===== src/rtl/uart_sha256_client.sv =====
// UART SHA-256 host client: frames a message as 0x01/payload/0xFF, then decodes a 64-char hex digest.
// Define SHA_CLIENT_TIMEOUT_EN to enable the response watchdog.

module uart_tx_core #(parameter int unsigned BAUD_DIV = 868) (
   input  logic       clk,
   input  logic       rst,
   input  logic       tx_start,
   input  logic [7:0] tx_data,
   output logic       tx_busy,
   output logic       tx
);
   localparam logic [31:0] LAST = 32'(BAUD_DIV - 1);
   logic [9:0]  shift_q;
   logic [3:0]  bit_q;
   logic [31:0] baud_q;
   logic        busy_q;

   always_ff @(posedge clk or posedge rst) begin
      if (rst) begin
         shift_q <= '1;
         bit_q   <= '0;
         baud_q  <= '0;
         busy_q  <= 1'b0;
      end else if (!busy_q) begin
         if (tx_start) begin
            shift_q <= {1'b1, tx_data, 1'b0};
            bit_q   <= '0;
            baud_q  <= '0;
            busy_q  <= 1'b1;
         end
      end else if (baud_q == LAST) begin
         baud_q  <= '0;
         shift_q <= {1'b1, shift_q[9:1]};
         bit_q   <= bit_q + 4'd1;
         if (bit_q == 4'd9) busy_q <= 1'b0;
      end else begin
         baud_q <= baud_q + 32'd1;
      end
   end

   assign tx_busy = busy_q;
   assign tx      = busy_q ? shift_q[0] : 1'b1;
endmodule

module uart_rx_core #(parameter int unsigned BAUD_DIV = 868) (
   input  logic       clk,
   input  logic       rst,
   input  logic       rx,
   output logic [7:0] rx_data,
   output logic       rx_valid
);
   typedef enum logic [1:0] {RX_IDLE, RX_START, RX_DATA, RX_STOP} rx_state_e;
   localparam logic [31:0] FULL = 32'(BAUD_DIV - 1);
   localparam logic [31:0] HALF = 32'(BAUD_DIV / 2 - 1);
   rx_state_e   st_q;
   logic [1:0]  sync_q;
   logic [7:0]  data_q;
   logic [2:0]  bit_q;
   logic [31:0] baud_q;
   logic        valid_q;

   always_ff @(posedge clk or posedge rst) begin
      if (rst) begin
         st_q    <= RX_IDLE;
         sync_q  <= '1;
         data_q  <= '0;
         bit_q   <= '0;
         baud_q  <= '0;
         valid_q <= 1'b0;
      end else begin
         sync_q  <= {sync_q[0], rx};
         valid_q <= 1'b0;
         baud_q  <= baud_q + 32'd1;
         case (st_q)
            RX_IDLE: begin
               baud_q <= '0;
               if (!sync_q[1]) st_q <= RX_START;
            end
            // Re-check the start bit at its midpoint so later samples land mid-bit
            RX_START: if (baud_q == HALF) begin
               baud_q <= '0;
               bit_q  <= '0;
               st_q   <= sync_q[1] ? RX_IDLE : RX_DATA;
            end
            RX_DATA: if (baud_q == FULL) begin
               baud_q <= '0;
               data_q <= {sync_q[1], data_q[7:1]};
               bit_q  <= bit_q + 3'd1;
               if (bit_q == 3'd7) st_q <= RX_STOP;
            end
            RX_STOP: if (baud_q == FULL) begin
               st_q    <= RX_IDLE;
               valid_q <= sync_q[1];
            end
            default: st_q <= RX_IDLE;
         endcase
      end
   end

   assign rx_data  = data_q;
   assign rx_valid = valid_q;
endmodule

module uart_sha256_client #(
   parameter int unsigned CLK_FREQ       = 100_000_000,
   parameter int unsigned BAUD           = 115200,
   parameter logic [31:0] TIMEOUT_CYCLES = 32'd50_000_000
) (
   input  logic         clk,
   input  logic         rst_n,
   input  logic         uart_rx,
   output logic         uart_tx,
   input  logic         req_start,
   input  logic [7:0]   msg_data,
   input  logic         msg_valid,
   input  logic         msg_last,
   output logic         msg_ready,
   output logic         busy,
   output logic [255:0] digest,
   output logic         digest_valid,
   output logic         error,
   output logic         timeout
);
   localparam int unsigned BAUD_DIV = CLK_FREQ / BAUD;
   typedef enum logic [2:0] {IDLE, SEND_START, SEND_DATA, SEND_END, RECV} state_e;

   state_e       state_q, state_d;
   logic         guard_q, guard_d, end_sent_q, end_sent_d;
   logic [5:0]   cnt_q, cnt_d;
   logic [255:0] shift_q, shift_d, digest_q, digest_d;
   logic         dv_q, dv_d, err_q, err_d, to_q, to_d;
   logic         tx_start, tx_busy, rx_valid, can_issue, is_hex;
   logic [7:0]   tx_data, rx_data;
   logic [3:0]   nib;
`ifdef SHA_CLIENT_TIMEOUT_EN
   logic [31:0]  wd_q, wd_d;
`else
   logic         unused_timeout;
   assign unused_timeout = ^TIMEOUT_CYCLES;
`endif

   uart_tx_core #(.BAUD_DIV(BAUD_DIV)) u_tx (
      .clk(clk), .rst(~rst_n), .tx_start(tx_start), .tx_data(tx_data), .tx_busy(tx_busy), .tx(uart_tx));
   uart_rx_core #(.BAUD_DIV(BAUD_DIV)) u_rx (
      .clk(clk), .rst(~rst_n), .rx(uart_rx), .rx_data(rx_data), .rx_valid(rx_valid));

   assign can_issue = !tx_busy && !guard_q;

   always_comb begin
      is_hex = 1'b1;
      nib    = '0;
      if (rx_data >= 8'h30 && rx_data <= 8'h39)      nib = 4'(rx_data - 8'h30);
      else if (rx_data >= 8'h61 && rx_data <= 8'h66) nib = 4'(rx_data - 8'h57);
      else if (rx_data >= 8'h41 && rx_data <= 8'h46) nib = 4'(rx_data - 8'h37);
      else                                           is_hex = 1'b0;
   end

   always_comb begin
      state_d    = state_q;
      guard_d    = guard_q;
      end_sent_d = end_sent_q;
      cnt_d      = cnt_q;
      shift_d    = shift_q;
      digest_d   = digest_q;
      dv_d       = 1'b0;
      err_d      = 1'b0;
      to_d       = 1'b0;
      tx_start   = 1'b0;
      tx_data    = 8'h01;
      msg_ready  = 1'b0;
`ifdef SHA_CLIENT_TIMEOUT_EN
      wd_d       = wd_q;
`endif
      // Guard covers the cycle between issuing a byte and the core raising tx_busy
      if (guard_q && tx_busy) guard_d = 1'b0;
      case (state_q)
         IDLE: if (req_start) state_d = SEND_START;
         SEND_START: if (can_issue) begin
            tx_start = 1'b1;
            guard_d  = 1'b1;
            state_d  = SEND_DATA;
         end
         SEND_DATA: begin
            msg_ready = can_issue;
            tx_data   = msg_data;
            if (can_issue && msg_valid) begin
               if (msg_data == 8'hFF) err_d = 1'b1;
               else begin
                  tx_start = 1'b1;
                  guard_d  = 1'b1;
               end
               if (msg_last) state_d = SEND_END;
            end
         end
         SEND_END: begin
            tx_data = 8'hFF;
            if (!end_sent_q) begin
               if (can_issue) begin
                  tx_start   = 1'b1;
                  guard_d    = 1'b1;
                  end_sent_d = 1'b1;
               end
            end else if (!guard_q) begin
               state_d    = RECV;
               end_sent_d = 1'b0;
               cnt_d      = '0;
               shift_d    = '0;
`ifdef SHA_CLIENT_TIMEOUT_EN
               wd_d       = '0;
`endif
            end
         end
         RECV: begin
            if (rx_valid) begin
`ifdef SHA_CLIENT_TIMEOUT_EN
               wd_d = '0;
`endif
               if (!is_hex) begin
                  err_d   = 1'b1;
                  state_d = IDLE;
               end else begin
                  shift_d = {shift_q[251:0], nib};
                  cnt_d   = cnt_q + 6'd1;
                  if (cnt_q == 6'd63) begin
                     digest_d = {shift_q[251:0], nib};
                     dv_d     = 1'b1;
                     state_d  = IDLE;
                  end
               end
            end
`ifdef SHA_CLIENT_TIMEOUT_EN
            else if (wd_q == TIMEOUT_CYCLES - 32'd1) begin
               to_d    = 1'b1;
               state_d = IDLE;
            end else wd_d = wd_q + 32'd1;
`endif
         end
         default: state_d = IDLE;
      endcase
   end

   always_ff @(posedge clk or negedge rst_n) begin
      if (!rst_n) begin
         state_q    <= IDLE;
         guard_q    <= 1'b0;
         end_sent_q <= 1'b0;
         cnt_q      <= '0;
         shift_q    <= '0;
         digest_q   <= '0;
         dv_q       <= 1'b0;
         err_q      <= 1'b0;
         to_q       <= 1'b0;
`ifdef SHA_CLIENT_TIMEOUT_EN
         wd_q       <= '0;
`endif
      end else begin
         state_q    <= state_d;
         guard_q    <= guard_d;
         end_sent_q <= end_sent_d;
         cnt_q      <= cnt_d;
         shift_q    <= shift_d;
         digest_q   <= digest_d;
         dv_q       <= dv_d;
         err_q      <= err_d;
         to_q       <= to_d;
`ifdef SHA_CLIENT_TIMEOUT_EN
         wd_q       <= wd_d;
`endif
      end
   end

   assign busy         = (state_q != IDLE);
   assign digest       = digest_q;
   assign digest_valid = dv_q;
   assign error        = err_q;
   assign timeout      = to_q;
endmodule


===== config.mk =====
export PLATFORM = sky130hd
export DESIGN_NAME = uart_sha256_client
export DESIGN_NICKNAME = d
export VERILOG_FILES = /design/src/rtl/uart_sha256_client.sv
export SDC_FILE = /design/constraint.sdc
export NUM_CORES = 1
export LEC_CHECK = 0
export ABC_AREA = 1
export BUFFER_PORTS_ARGS = -buffer_cell sky130_fd_sc_hd__buf_2
export CORE_AREA = 4 4 224 226
export DETAILED_ROUTE_END_ITERATION = 8
export DIE_AREA = 0 0 228 230
export PLACE_DENSITY = 0.75
export SYNTH_ARGS = -nofsm -noshare
export SYNTH_HDL_FRONTEND = slang
export SYNTH_SLANG_ARGS = --single-unit

===== constraint.sdc =====
create_clock -name clk -period 1.7 [get_ports clk]
set_input_delay 0.255 -clock clk [delete_from_list [all_inputs] [get_ports clk]]
set_output_delay 0.255 -clock clk [all_outputs]
set_load 0.03 [all_outputs]

==> flow_summary.json <==
{
  "synth_nets": 2643,
  "maxSlewViolCount": 0,
  "synth_area_leaders": "dfrtp_1 (60%), nand2_1 (7.6%), inv_1 (5.8%)",
  "area_delta_synth_final_pct": 35.0,
  "fin_crit_sh_pct": 118,
  "cts_root_buf": "clkbuf_16",
  "syn_inst": 2613,
  "synth_seq_area_share_pct": 61.0,
  "die_w_um": 228,
  "synthMuxAreaShare_pct": 0,
  "cts_sinks": 615,
  "path_buf_inv": 2,
  "grt_pass1_wl_mm": 112,
  "row_count": 81,
  "vias_per_cell": 5.72,
  "finalClockSkew_ns": 0.0221,
  "grt_max_degree": 82,
  "status": "finished with violations",
  "drc_errors": 0,
  "min_path_type": "in2reg",
  "gp_congestion": 0.906,
  "grt_pass1_vias": 21134,
  "setup_violations": 536,
  "grt-ovfl-total": 0,
  "fin_area_sq_um": 34100,
  "clockBufferDepth": 3,
  "setup_ws_ns": -0.307,
  "synth_compound_gate_area_share_pct": 15.1,
  "drtIter0Drc": 2248,
  "grt_usage_pct": 26.2,
  "diodes": 0,
  "io_pins": 276,
  "netlist-cell-type-count": 39,
  "synthAdderAreaFrac_pct": 0.793,
  "synth_edf_count": 0,
  "max_stage_delay_ns": 0.44,
  "critPathArrivalTime_ns": 2.55,
  "numCtsBuffers": 61,
  "synth_top_area_share_pct": 59.9,
  "first_pass_iters": 6,
  "fillCellCount": 3170,
  "cap_viol_max_count": 0,
  "rsz0062_at_grt": "true",
  "synth_ff_type": "dfrtp_1",
  "vias": 21684,
  "ant_nets": 0,
  "multi_input_area_sq_um": 8990,
  "core-area_sq_um": 48300,
  "yosysWarnings": 0,
  "die_h_um": 230,
  "max_clock_freq_mhz": 498,
  "port-buffer-count": 274,
  "synthTopCellsByCount": "dfrtp_1 (604), nand2_1 (508), inv_1 (387)",
  "cp_top_family": "simple AND/OR/NAND/NOR gates",
  "violations": "negative setup slack",
  "drive_gt1_share_pct": 30.9,
  "yosysTopAreaCell": "dfrtp_1",
  "vdd_drop_max_uv": 851,
  "fp.dieArea_sq_um": 52400,
  "critPathKind": "reg2reg",
  "power.density_nw_per_um2": 873,
  "clock_latency_ns": 0.64,
  "async_flop_share_pct": 100,
  "cp_common_cell": "buf_12",
  "path_max_fanout": 46,
  "path_clk_slew_ns": 0.07,
  "ys_ff_latch": 615,
  "cp_cell_sequence": "ha_4, nor2_1, nand3_1, nand4_1, nand2_4, nand3_4, buf_12, buf_12, nand2_1, o21ai_1",
  "post-synth-top-count-cell": "dfrtp_1",
  "synth-simple-area-share_pct": 13.7,
  "hold_viol": 0,
  "power.total_mw": 29.7,
  "wl_mm": 78.4,
  "antenna_found_initial": 1,
  "initial_core_util_pct": 52.2,
  "post_drt_wl_per_cell_um": 20.7,
  "cp-end-kind": "register",
  "cp.required_ns": 2.24,
  "place_area_sq_um": 28800,
  "cts_tree": "yes",
  "nets": 3150,
  "startpoint_type": "register",
  "synth_top_family_by_area": "compound AO/OA/AOI/OAI gates",
  "regArea_sq_um": 15400,
  "leakage_nw": 15.9,
  "slowest_stage": "dfrtp_2",
  "dp_hpwl_mm": 43.9,
  "synth_area_sq_um": 25200,
  "period_needed_ns": 2.01,
  "synth_xor_area_share_pct": 0.729,
  "synth_area_per_cell_sq_um": 9.66,
  "cts-htree-levels": 2,
  "final_util_pct": 70.5
}
==> kinds of logic after synthesis <==
kind of cell / Yosys count
flip-flops: 615
buffers and inverters: 524
other: 1
AND/OR/NAND/NOR: 833
adder cells (fa/ha/maj): 16
AO/OA/AOI/OAI: 603
XOR/XNOR: 21
==> worst min-delay path: stages <==
cell,delay (ns)
buf_2,0.11
inv_1,0.06
nand3_1,0.07
o21ai_0,0.06
nand3b_1,0.10
nand2_1,0.04
==> layer usage <==
| layer | vias to the layer above | track usage, % | share of wire, % |
|---|---|---|---|
| met2 | 1115 | 43.7 | 49 |
| met1 | 10708 | 34.4 | 39 |
| met4 | 0 | 8.53 | 4.0 |
| met5 | - | 0 | 0 |
| li1 | 9609 | - | - |
| met3 | 252 | 5.95 | 7.9 |
==> stage by stage <==
stage / hold slack [ns] / TNS (ns) / worst slack [ns] / std cells
final: 0.0752 / -85.80 / -0.307 / 3793
after global routing: 0.105 / -150.19 / -0.439 / 3793
after CTS: 0.0145 / -74.80 / -0.216 / 3752
after detailed placement: 0.167 / -54.77 / -0.166 / 3584
after global placement: 0.162 / -49.76 / -0.142 / 3584
after floorplan: -0.0406 / -1.03 / -0.0148 / 2613
==> where the power goes <==
part / internal, mW / leakage (nW) / switching, mW
Sequential: 14.6 / 8.50 / 0.00279
Clock: 8.52 / 1.06 / 6.14
Combinational: 0.113 / 6.35 / 0.329
==> registers in the layout, summed over array words and instances, names as in the netlist, named ones only <==
| name | flops |
|---|---|
| u_tx.bit_q | 4 |
| u_tx.baud_q | 32 |
| u_rx.sync_q | 2 |
| u_rx.bit_q | 3 |
| digest_valid | 1 |
| guard_q | 1 |
| state_q | 3 |
| cnt_q | 6 |
| shift_q | 252 |
| u_rx.st_q | 1 |
| digest | 256 |
| end_sent_q | 1 |
| u_rx.rx_valid | 1 |
| u_rx.rx_data | 8 |
| error | 1 |
| u_rx.baud_q | 32 |
| u_tx.shift_q | 9 |
| u_tx.tx_busy | 1 |
==> worst paths after layout <==
kind / start / end / slack (ns) / cells after the start
max: u_rx.rx_data[0] / digest[132] / -0.31 / 10
min: msg_data[0] / u_tx.shift_q[1] / 0.08 / 6
max reg2reg: u_rx.rx_data[0] / digest[132] / -0.31 / 10
min reg2reg: u_rx.sync_q[0] / u_rx.sync_q[1] / 0.36 / 0
max in group asynchronous: rst_n / digest[167] / 0.79 / 4
min in group asynchronous: rst_n / digest[149] / 0.11 / 2
==> cells in the final DEF (no fill, tap or decap), types with 81 or more instances in the layout <==
master       n
clkbuf_16   81
o21ai_1    242
nand2_1    469
inv_1      381
buf_4      163
o22ai_2    148
nand3_1     97
dfrtp_1    598
buf_2      270
nor2_1     121
==> area by class of cell <==
cell class	instances	area share [%]
Sequential cell	615	45.2
Timing Repair Buffer	568	15.4
Clock buffer	77	4.89
Tap cell	622	2.28
Inverter	396	4.38
Clock inverter	37	1.48
Multi-Input combinational cell	1478	26.4
==> timing repair <==
| action | CTS | global route |
|---|---|---|
| gates resized for setup | 129 | 205 |
| cloned | 22 | 26 |
| endpoints found under the hold margin | 378 | 0 |
| setup endpoints to repair | 541 | 613 |
| buffers inserted | 25 | 22 |
| hold buffers | 10 | 0 |
| pin swaps | 10 | 19 |
Note: power is estimated with default switching activity, not from simulation.
